**config.mk**
```make
export PLATFORM = sky130hd
export DESIGN_NAME = draw_game_bg_scroll_flat
export DESIGN_NICKNAME = d
export VERILOG_FILES = /design/src/rtl/draw_game_bg_scroll_if.sv /design/src/rtl/draw_game_bg_scroll.sv /design/src/flat_wrapper.sv
export SDC_FILE = /design/constraint.sdc
export NUM_CORES = 1
export LEC_CHECK = 0
export BUFFER_PORTS_ARGS = -buffer_cell sky130_fd_sc_hd__buf_2
export CAP_MARGIN = 20
export CORE_MARGIN = 2
export CORE_UTILIZATION = 41
export CTS_CLUSTER_DIAMETER = 150
export CTS_CLUSTER_SIZE = 12
export DETAILED_ROUTE_END_ITERATION = 12
export PLACE_DENSITY = 0.76
export REMOVE_ABC_BUFFERS = 1
export SYNTH_ARGS = -nofsm -noshare
export SYNTH_HDL_FRONTEND = slang
export SYNTH_SLANG_ARGS = --single-unit
export TNS_END_PERCENT = 5
```
**constraint.sdc**
```tcl
create_clock -name clk -period 3.65 [get_ports clk]
set_clock_uncertainty 0.2 [all_clocks]
set_input_delay 0.73 -clock clk [delete_from_list [all_inputs] [get_ports clk]]
set_output_delay 0.73 -clock clk [all_outputs]
set_load 0.05 [all_outputs]
```
**src/rtl/draw_game_bg_scroll_if.sv**
```systemverilog
// VGA timing bundle passed between draw-chain stages; rgb rides along with the timing.
interface vga_if;
  logic [10:0] vcount;
  logic [10:0] hcount;
  logic        vsync;
  logic        hsync;
  logic        vblnk;
  logic        hblnk;
  logic [11:0] rgb;

  modport in  (input  vcount, hcount, vsync, hsync, vblnk, hblnk, rgb);
  modport out (output vcount, hcount, vsync, hsync, vblnk, hblnk, rgb);
endinterface

```
**src/rtl/draw_game_bg_scroll.sv**
```systemverilog
// Game background stage: patterned fill with per-frame scrolling and a timed flash,
// re-registering the VGA timing with one clock of latency.
module draw_game_bg_scroll #(
  parameter int unsigned TILE_LOG2    = 5,
  parameter logic [11:0] COLOR_A      = 12'h223,
  parameter logic [11:0] COLOR_B      = 12'h334,
  parameter logic [11:0] FLASH_COLOR  = 12'hF00,
  parameter int unsigned FLASH_FRAMES = 8,
  parameter int unsigned SCROLL_STEP  = 1
) (
  input  logic       clk,
  input  logic       rst,
  input  logic [1:0] mode,
  input  logic       scroll_en,
  input  logic       flash_req,
  output logic       flash_busy,
  vga_if.in          in,
  vga_if.out         out
);

  logic [10:0] offset;
  logic [1:0]  mode_q;
  logic [7:0]  flash_cnt;
  logic [7:0]  flash_cnt_next;
  logic        vblnk_prev;
  logic        frame_start;
  logic [10:0] h_sum;
  logic [10:0] v_sum;
  logic        pat_sel;
  logic [11:0] rgb_next;

  assign frame_start = in.vblnk && !vblnk_prev;
  assign h_sum       = in.hcount + offset;
  assign v_sum       = in.vcount + offset;

  // A request reloads the counter even on a frame start, so the reload wins over the decrement.
  always_comb begin
    flash_cnt_next = flash_cnt;
    if (flash_req) begin
      flash_cnt_next = 8'(FLASH_FRAMES);
    end else if (frame_start && (flash_cnt != 8'd0)) begin
      flash_cnt_next = flash_cnt - 8'd1;
    end
  end

  always_comb begin
    pat_sel  = 1'b0;
    rgb_next = 12'h000;
    case (mode_q)
      2'd1:    pat_sel = v_sum[TILE_LOG2];
      2'd2:    pat_sel = h_sum[TILE_LOG2] ^ in.vcount[TILE_LOG2];
      2'd3:    pat_sel = h_sum[TILE_LOG2];
      default: pat_sel = 1'b0;
    endcase
    if (in.hblnk || in.vblnk) begin
      rgb_next = 12'h000;
    end else if (flash_cnt != 8'd0) begin
      rgb_next = FLASH_COLOR;
    end else begin
      rgb_next = pat_sel ? COLOR_B : COLOR_A;
    end
  end

  // vblnk_prev powers up high so leaving reset inside vblank is not seen as a frame start.
  always_ff @(posedge clk) begin
    if (rst) begin
      offset     <= '0;
      mode_q     <= '0;
      flash_cnt  <= '0;
      vblnk_prev <= 1'b1;
      flash_busy <= 1'b0;
      out.vcount <= '0;
      out.hcount <= '0;
      out.vsync  <= 1'b0;
      out.hsync  <= 1'b0;
      out.vblnk  <= 1'b0;
      out.hblnk  <= 1'b0;
      out.rgb    <= '0;
    end else begin
      vblnk_prev <= in.vblnk;
      flash_cnt  <= flash_cnt_next;
      flash_busy <= (flash_cnt_next != 8'd0);
      if (frame_start) begin
        mode_q <= mode;
        if (scroll_en) begin
          offset <= offset + 11'(SCROLL_STEP);
        end
      end
      out.vcount <= in.vcount;
      out.hcount <= in.hcount;
      out.vsync  <= in.vsync;
      out.hsync  <= in.hsync;
      out.vblnk  <= in.vblnk;
      out.hblnk  <= in.hblnk;
      out.rgb    <= rgb_next;
    end
  end

endmodule

```
**src/flat_wrapper.sv**
```systemverilog
// flat-port wrapper written by rule: the top's interface ports become plain ports
module draw_game_bg_scroll_flat 
#(
  parameter int unsigned TILE_LOG2    = 5,
  parameter logic [11:0] COLOR_A      = 12'h223,
  parameter logic [11:0] COLOR_B      = 12'h334,
  parameter logic [11:0] FLASH_COLOR  = 12'hF00,
  parameter int unsigned FLASH_FRAMES = 8,
  parameter int unsigned SCROLL_STEP  = 1
)
  (clk, rst, mode, scroll_en, flash_req, flash_busy, in_vcount, in_hcount, in_vsync, in_hsync, in_vblnk, in_hblnk, in_rgb, out_vcount, out_hcount, out_vsync, out_hsync, out_vblnk, out_hblnk, out_rgb);
  vga_if in_i ();
  vga_if out_i ();
  input  logic clk;
  input  logic rst;
  input  logic [1:0] mode;
  input  logic scroll_en;
  input  logic flash_req;
  output logic flash_busy;
  input wire logic [$bits(in_i.vcount)-1:0] in_vcount;
  input wire logic [$bits(in_i.hcount)-1:0] in_hcount;
  input wire logic [$bits(in_i.vsync)-1:0] in_vsync;
  input wire logic [$bits(in_i.hsync)-1:0] in_hsync;
  input wire logic [$bits(in_i.vblnk)-1:0] in_vblnk;
  input wire logic [$bits(in_i.hblnk)-1:0] in_hblnk;
  input wire logic [$bits(in_i.rgb)-1:0] in_rgb;
  output wire logic [$bits(out_i.vcount)-1:0] out_vcount;
  output wire logic [$bits(out_i.hcount)-1:0] out_hcount;
  output wire logic [$bits(out_i.vsync)-1:0] out_vsync;
  output wire logic [$bits(out_i.hsync)-1:0] out_hsync;
  output wire logic [$bits(out_i.vblnk)-1:0] out_vblnk;
  output wire logic [$bits(out_i.hblnk)-1:0] out_hblnk;
  output wire logic [$bits(out_i.rgb)-1:0] out_rgb;
  assign in_i.vcount = in_vcount;
  assign in_i.hcount = in_hcount;
  assign in_i.vsync = in_vsync;
  assign in_i.hsync = in_hsync;
  assign in_i.vblnk = in_vblnk;
  assign in_i.hblnk = in_hblnk;
  assign in_i.rgb = in_rgb;
  assign out_vcount = out_i.vcount;
  assign out_hcount = out_i.hcount;
  assign out_vsync = out_i.vsync;
  assign out_hsync = out_i.hsync;
  assign out_vblnk = out_i.vblnk;
  assign out_hblnk = out_i.hblnk;
  assign out_rgb = out_i.rgb;
  draw_game_bg_scroll #(.TILE_LOG2(TILE_LOG2), .COLOR_A(COLOR_A), .COLOR_B(COLOR_B), .FLASH_COLOR(FLASH_COLOR), .FLASH_FRAMES(FLASH_FRAMES), .SCROLL_STEP(SCROLL_STEP)) u_core (.clk(clk), .rst(rst), .mode(mode), .scroll_en(scroll_en), .flash_req(flash_req), .flash_busy(flash_busy), .in(in_i), .out(out_i));
endmodule
```
After elaboration in Yosys (flattened, before gate mapping)
Index checks and enable logic that the tools add are counted.
Widths: inputs -> output; s select.
{"block": "word_totals", "inputBits": 44, "latchBits": 0, "ramBits": 0, "romBits": 0, "regBits": 61, "output_inout_bits": 39, "word_cells": 35, "mem_count": 0}
{"block": "op_classes", "eq_ne": 3, "mul": 0, "shift": 0, "reduce_logical": 9, "add_sub_neg": 4, "order_cmp": 0, "bitwise_logic": 1, "n_div": 0, "muxes": 5}
{"operator": "$mux 8", "n": 2}
{"operator": "$reduce_bool 8->1", "n": 2}
{"operator": "$add 6x6->6", "n": 2}
{"operator": "$mux 12", "n": 1}
{"operator": "$add 11x1->11 const B", "n": 1}
{"operator": "$mux 9", "n": 1}
{"operator": "$sub 8x1->8 const B", "n": 1}
{"operator": "$eq 2x2->1 const B", "n": 2}
{"operator": "$pmux 1 s3", "n": 1}
{"operator": "$reduce_or 3->1", "n": 1}
{"operator": "$eq 2x1->1 const B", "n": 1}
{"operator": "$logic_and 1x1->1", "n": 2}
{"operator": "$reduce_and 2->1", "n": 1}
{"operator": "$reduce_or 2->1", "n": 1}
{"operator": "$logic_not 1->1", "n": 1}
{"operator": "$logic_or 1x1->1", "n": 1}
{"operator": "$xor 1x1->1", "n": 1}

Logic depth before layout (Yosys ltp)
{"block": "logic_depth", "depth_word": 6, "depth_mapped": 7, "depth_no_buf": 7}

Worst setup path after synthesis
OpenSTA, ideal clock, no wires.
{"block": "synth_timing", "path_kind": "in2reg", "start": "in in_vblnk", "end": "reg u_core.flash_busy", "required_time_ns": 3.312, "cell_stages": 5, "path_buffers": 0, "setup_ns": 0.138, "setup_slack_ns": 1.359, "t_arrival_ns": 1.953, "path_cell_list": "or4b_1 nor4_1 mux2i_1 o211a_1 a41oi_2"}
{"block": "synth_via", "elab_chain_len": 5}
{"item": "start, declared", "line": "flat_wrapper.sv:24", "rtl": "input wire logic [$bits(in_i.vblnk)-1:0] in_vblnk;"}
{"item": "$logic_and 1x1->1", "line": "draw_game_bg_scroll.sv:32", "rtl": "assign frame_start = in.vblnk && !vblnk_prev;"}
{"item": "$logic_and 1x1->1", "line": "draw_game_bg_scroll.sv:41", "rtl": "end else if (frame_start && (flash_cnt != 8'd0)) begin"}
{"item": "$mux 8", "line": "draw_game_bg_scroll.sv:41"}
{"item": "$mux 8", "line": "draw_game_bg_scroll.sv:39", "rtl": "if (flash_req) begin"}
{"item": "$reduce_bool 8->1", "line": "draw_game_bg_scroll.sv:82", "rtl": "flash_busy <= (flash_cnt_next != 8'd0);"}
{"item": "end signal, assigned", "line": "draw_game_bg_scroll.sv:82"}
{"item": "end, declared", "line": "draw_game_bg_scroll.sv:16", "rtl": "output logic flash_busy,"}
Every way passes these cells.
A chain may end at the register's enable or synchronous reset.

Worst setup path in the final report
Same ends and word-level chain as after synthesis.

==> impl_metrics.csv <==
group,metric,value,unit
synth,avgSynthCellArea,9.98,µm²
finish,nets,316,
floorplanning,rows,25,
drt,antenna_left,0,
floorplanning,die_area,0.00536,mm²
setup_path,cp_slowest_cell,"or4b_1",
floorplanning,io_pins,83,
global_routing,grt_pass1_vias,1383,
setup_path,critPathBufInv,1,
cts,clk_pin_slew,0.09,ns
setup_path,r2r_slack,1.39,ns
hold_path,hold_depth,2,
sta,max_freq,437,MHz
drt,avgRoutedWirePerCell,11.2,µm
floorplanning,core_region_area,0.00466,mm²
setup_path,reg2reg_from,"u_core.flash_cnt[0]",
setup_path,crit_type,"in -> reg",
floorplanning,die_x,73.2,µm
synth,ys_async_sr_fraction,0,%
setup_path,required,3.62,ns
floorplanning,start_util,42.2,%
finish,design_area,0.00243,mm²
drt,finalWirelength,3560,µm
sta,grt_setup_unrepaired,"false",
flow_run,cap_violations,0,
power_and_ir_drop,powerDensity,460,mW/mm²
setup_path,r2r_end,"u_core.flash_busy",
setup_path,crit_arrival,2.25,ns
synth,synth_cell_types,37,
power_and_ir_drop,total_power,0.00112,W
drt,drt_first_pass_iters,3,
place,io_buffers,67,
setup_path,slowest_delay,0.52,ns
cts,root_buffer,"clkbuf_8",
synth,synth_area,0.00197,mm²
cts,h-tree-depth,2,
sta,slew_violations,0,
floorplanning,die_h,73.2,µm
sta,period_share,62.7,%
power_and_ir_drop,ir_drop,0.232,mV
setup_path,cp_cell_sequence,"buf_2 -> or4b_1 -> nor4_1 -> mux2i_1 -> o211a_1 -> a41oi_2",
synth,ys_seq_area_share,50.9,%
cts,cts_buffer_depth,2,
sta,setup_viol,0,
hold_path,holdCritPathClass,"reg -> reg",
cts,post_cts_resized,0,
synth,syn_inst,197,
cts,cts_sinks,50,
synth,synth_ff_type,"dfxtp_1",
place,hpwl,2740,µm
cts,clkLatencyLatePin,0.29,ns
finish,final_core_util,52.1,%
setup_path,critical-path-top-delay-family,"simple AND/OR/NAND/NOR gates",
drt,drc,0,
sta,fin_crit,2.29,ns
setup_path,cp-start-kind,"input pin",
power_and_ir_drop,leakage,1.12,nW
cts,cts_setup_buffers,0,
hold_path,holdPathEnd,"u_core.mode_q[1]",
global_routing,grt_max_degree,45,
run_status,outcome,"completed",
global_routing,track_usage,13.7,%
global_routing,gr-total-overflow,0,
sta,finalSetupTns,0,ns
place,gp_congestion,0.820,
sta,hold_viol,0,
global_routing,antenna_found_initial,0,
drt,vias,1502,
finish,syn_to_final_growth,23.6,%
synth,synth-edff-count,0,
setup_path,cp_max_fo,6,
place,placed_area,0.00232,mm²
drt,vias_per_cell,4.74,
cts,cts_tree,"built",
finish,antenna_cells,0,
finish,drive_gt1_share,30.0,%
synth,ys_ff_latch,50,
global_routing,grt_first_pass_wirelength,5710,µm
synth,ys_warn_count,0,
hold_path,worstHoldStart,"u_core.mode_q[1]",
setup_path,rr_worst_depth,7,
cts,cts_buffers,5,
cts,cts_hold_buffers,0,
drt,drt_iter0_markers,38,
setup_path,critPathCaptureType,"register",
-- state kept, by name, summed over array words and instances, names as in the netlist --
signal / cells
u_core.out.hcount: 11
u_core.out.vcount: 11
u_core.flash_cnt: 8
u_core.offset: 6
u_core.out.rgb: 6
u_core.mode_q: 2
u_core.flash_busy: 1
u_core.out.hblnk: 1
u_core.out.hsync: 1
u_core.out.vblnk: 1
u_core.out.vsync: 1
u_core.vblnk_prev: 1
-- cells in the final DEF (no fill, tap or decap), types with 3 or more instances in the layout --
| master | count |
|---|---|
| nor2b_1 | 28 |
| buf_2 | 67 |
| ha_1 | 10 |
| mux2i_1 | 3 |
| clkbuf_8 | 5 |
| a21oi_1 | 10 |
| nand3b_1 | 4 |
| xor2_1 | 5 |
| xnor2_1 | 5 |
| conb_1 | 3 |
| nor2_1 | 13 |
| nand3_1 | 7 |
| nor3_1 | 11 |
| dfxtp_1 | 50 |
| nand2_1 | 5 |
| inv_1 | 6 |
-- routing by layer --
layer  vias to the layer above  share of wire (%)  GRT usage, %
li1                        788                  -             -
met1                       669                 45          14.4
met2                        40                 49          25.5
met3                         5                5.1          4.28
met4                         0                1.3          4.32
met5                         -                  0             0
-- worst register-to-register path, delay by kind of cell, from the launching register on --
kind	cells	cell delay, ns
buf+inv	1	0.07
simple gates	2	0.74
compound gates	3	0.55
flops	1	0.36
fa+ha+maj	1	0.20
-- where the power goes --
part	switching (W)	internal (W)	total, W
combinational	0.000115	0.0000484	0.000163
sequential	0.00000752	0.000567	0.000574
clock	0.000174	0.000205	0.000380
total	0.000297	0.000820	0.00112
-- synth_stat cells, types with 2 or more instances --
master	n	area (µm²)
a21boi_1	2	15.0
a21o_1	2	15.0
a21oi_1	10	50.1
and3_1	2	12.5
buf_4	6	45.0
clkbuf_1	6	22.5
dfxtp_1	50	1000
ha_1	10	125
inv_1	6	22.5
mux2i_1	3	30.0
nand2_1	5	18.8
nand3_1	7	35.0
nand3b_1	4	30.0
nand4_1	2	12.5
nor2_1	13	48.8
nor2b_1	28	175
nor3_1	11	55.1
nor4_1	2	12.5
or4b_1	2	20.0
xnor2_1	5	43.8
xor2_1	5	43.8
-- through the flow --
step,setup slack (ns),std cells,hold WS [ns]
2_1_floorplan,1.36,187,0.257
3_3_place_gp,1.12,309,0.280
3_5_place_dp,1.07,309,0.301
4_1_cts,1.37,317,0.316
5_1_grt,1.11,317,0.365
6_report,1.36,317,0.313
-- how the worst max path moves through the flow --
stage | startpoint | endpoint | slack [ns] | cells past startpoint
finish | in_vblnk | u_core.flash_busy | 1.36 | 6
global route | u_core.flash_cnt[0] | u_core.flash_busy | 1.11 | 7
CTS | u_core.flash_cnt[0] | u_core.flash_busy | 1.37 | 7
detailed placement | in_vblnk | u_core.flash_busy | 1.07 | 6
global placement | in_vblnk | u_core.flash_busy | 1.12 | 6
floorplan | in_vblnk | u_core.flash_busy | 1.36 | 5
-- area by class of cell --
cell class	instances	area (µm²)
Tap cell	54	67.6
Clock inverter	3	43.8
Sequential cell	50	1000
Inverter	6	22.5
Clock buffer	5	68.8
Timing Repair Buffer	68	343
Multi-Input combinational cell	131	882
Fill cell	461	2230
-- cell families (layout without fill, tap and decap cells) --
| logic type | Yosys count | after routing | synth area share (%) |
|---|---|---|---|
| mux | 4 | 4 | 2.10 |
| buf+inv | 18 | 82 | 4.58 |
| simple gates | 82 | 82 | 23.6 |
| other cells | 1 | 3 | 0.191 |
| flops | 50 | 50 | 50.9 |
| fa+ha+maj | 10 | 10 | 6.37 |
| compound gates | 22 | 22 | 7.77 |
| xor+xnor | 10 | 10 | 4.46 |
No activity file was read; power rests on OpenSTA's default activity.
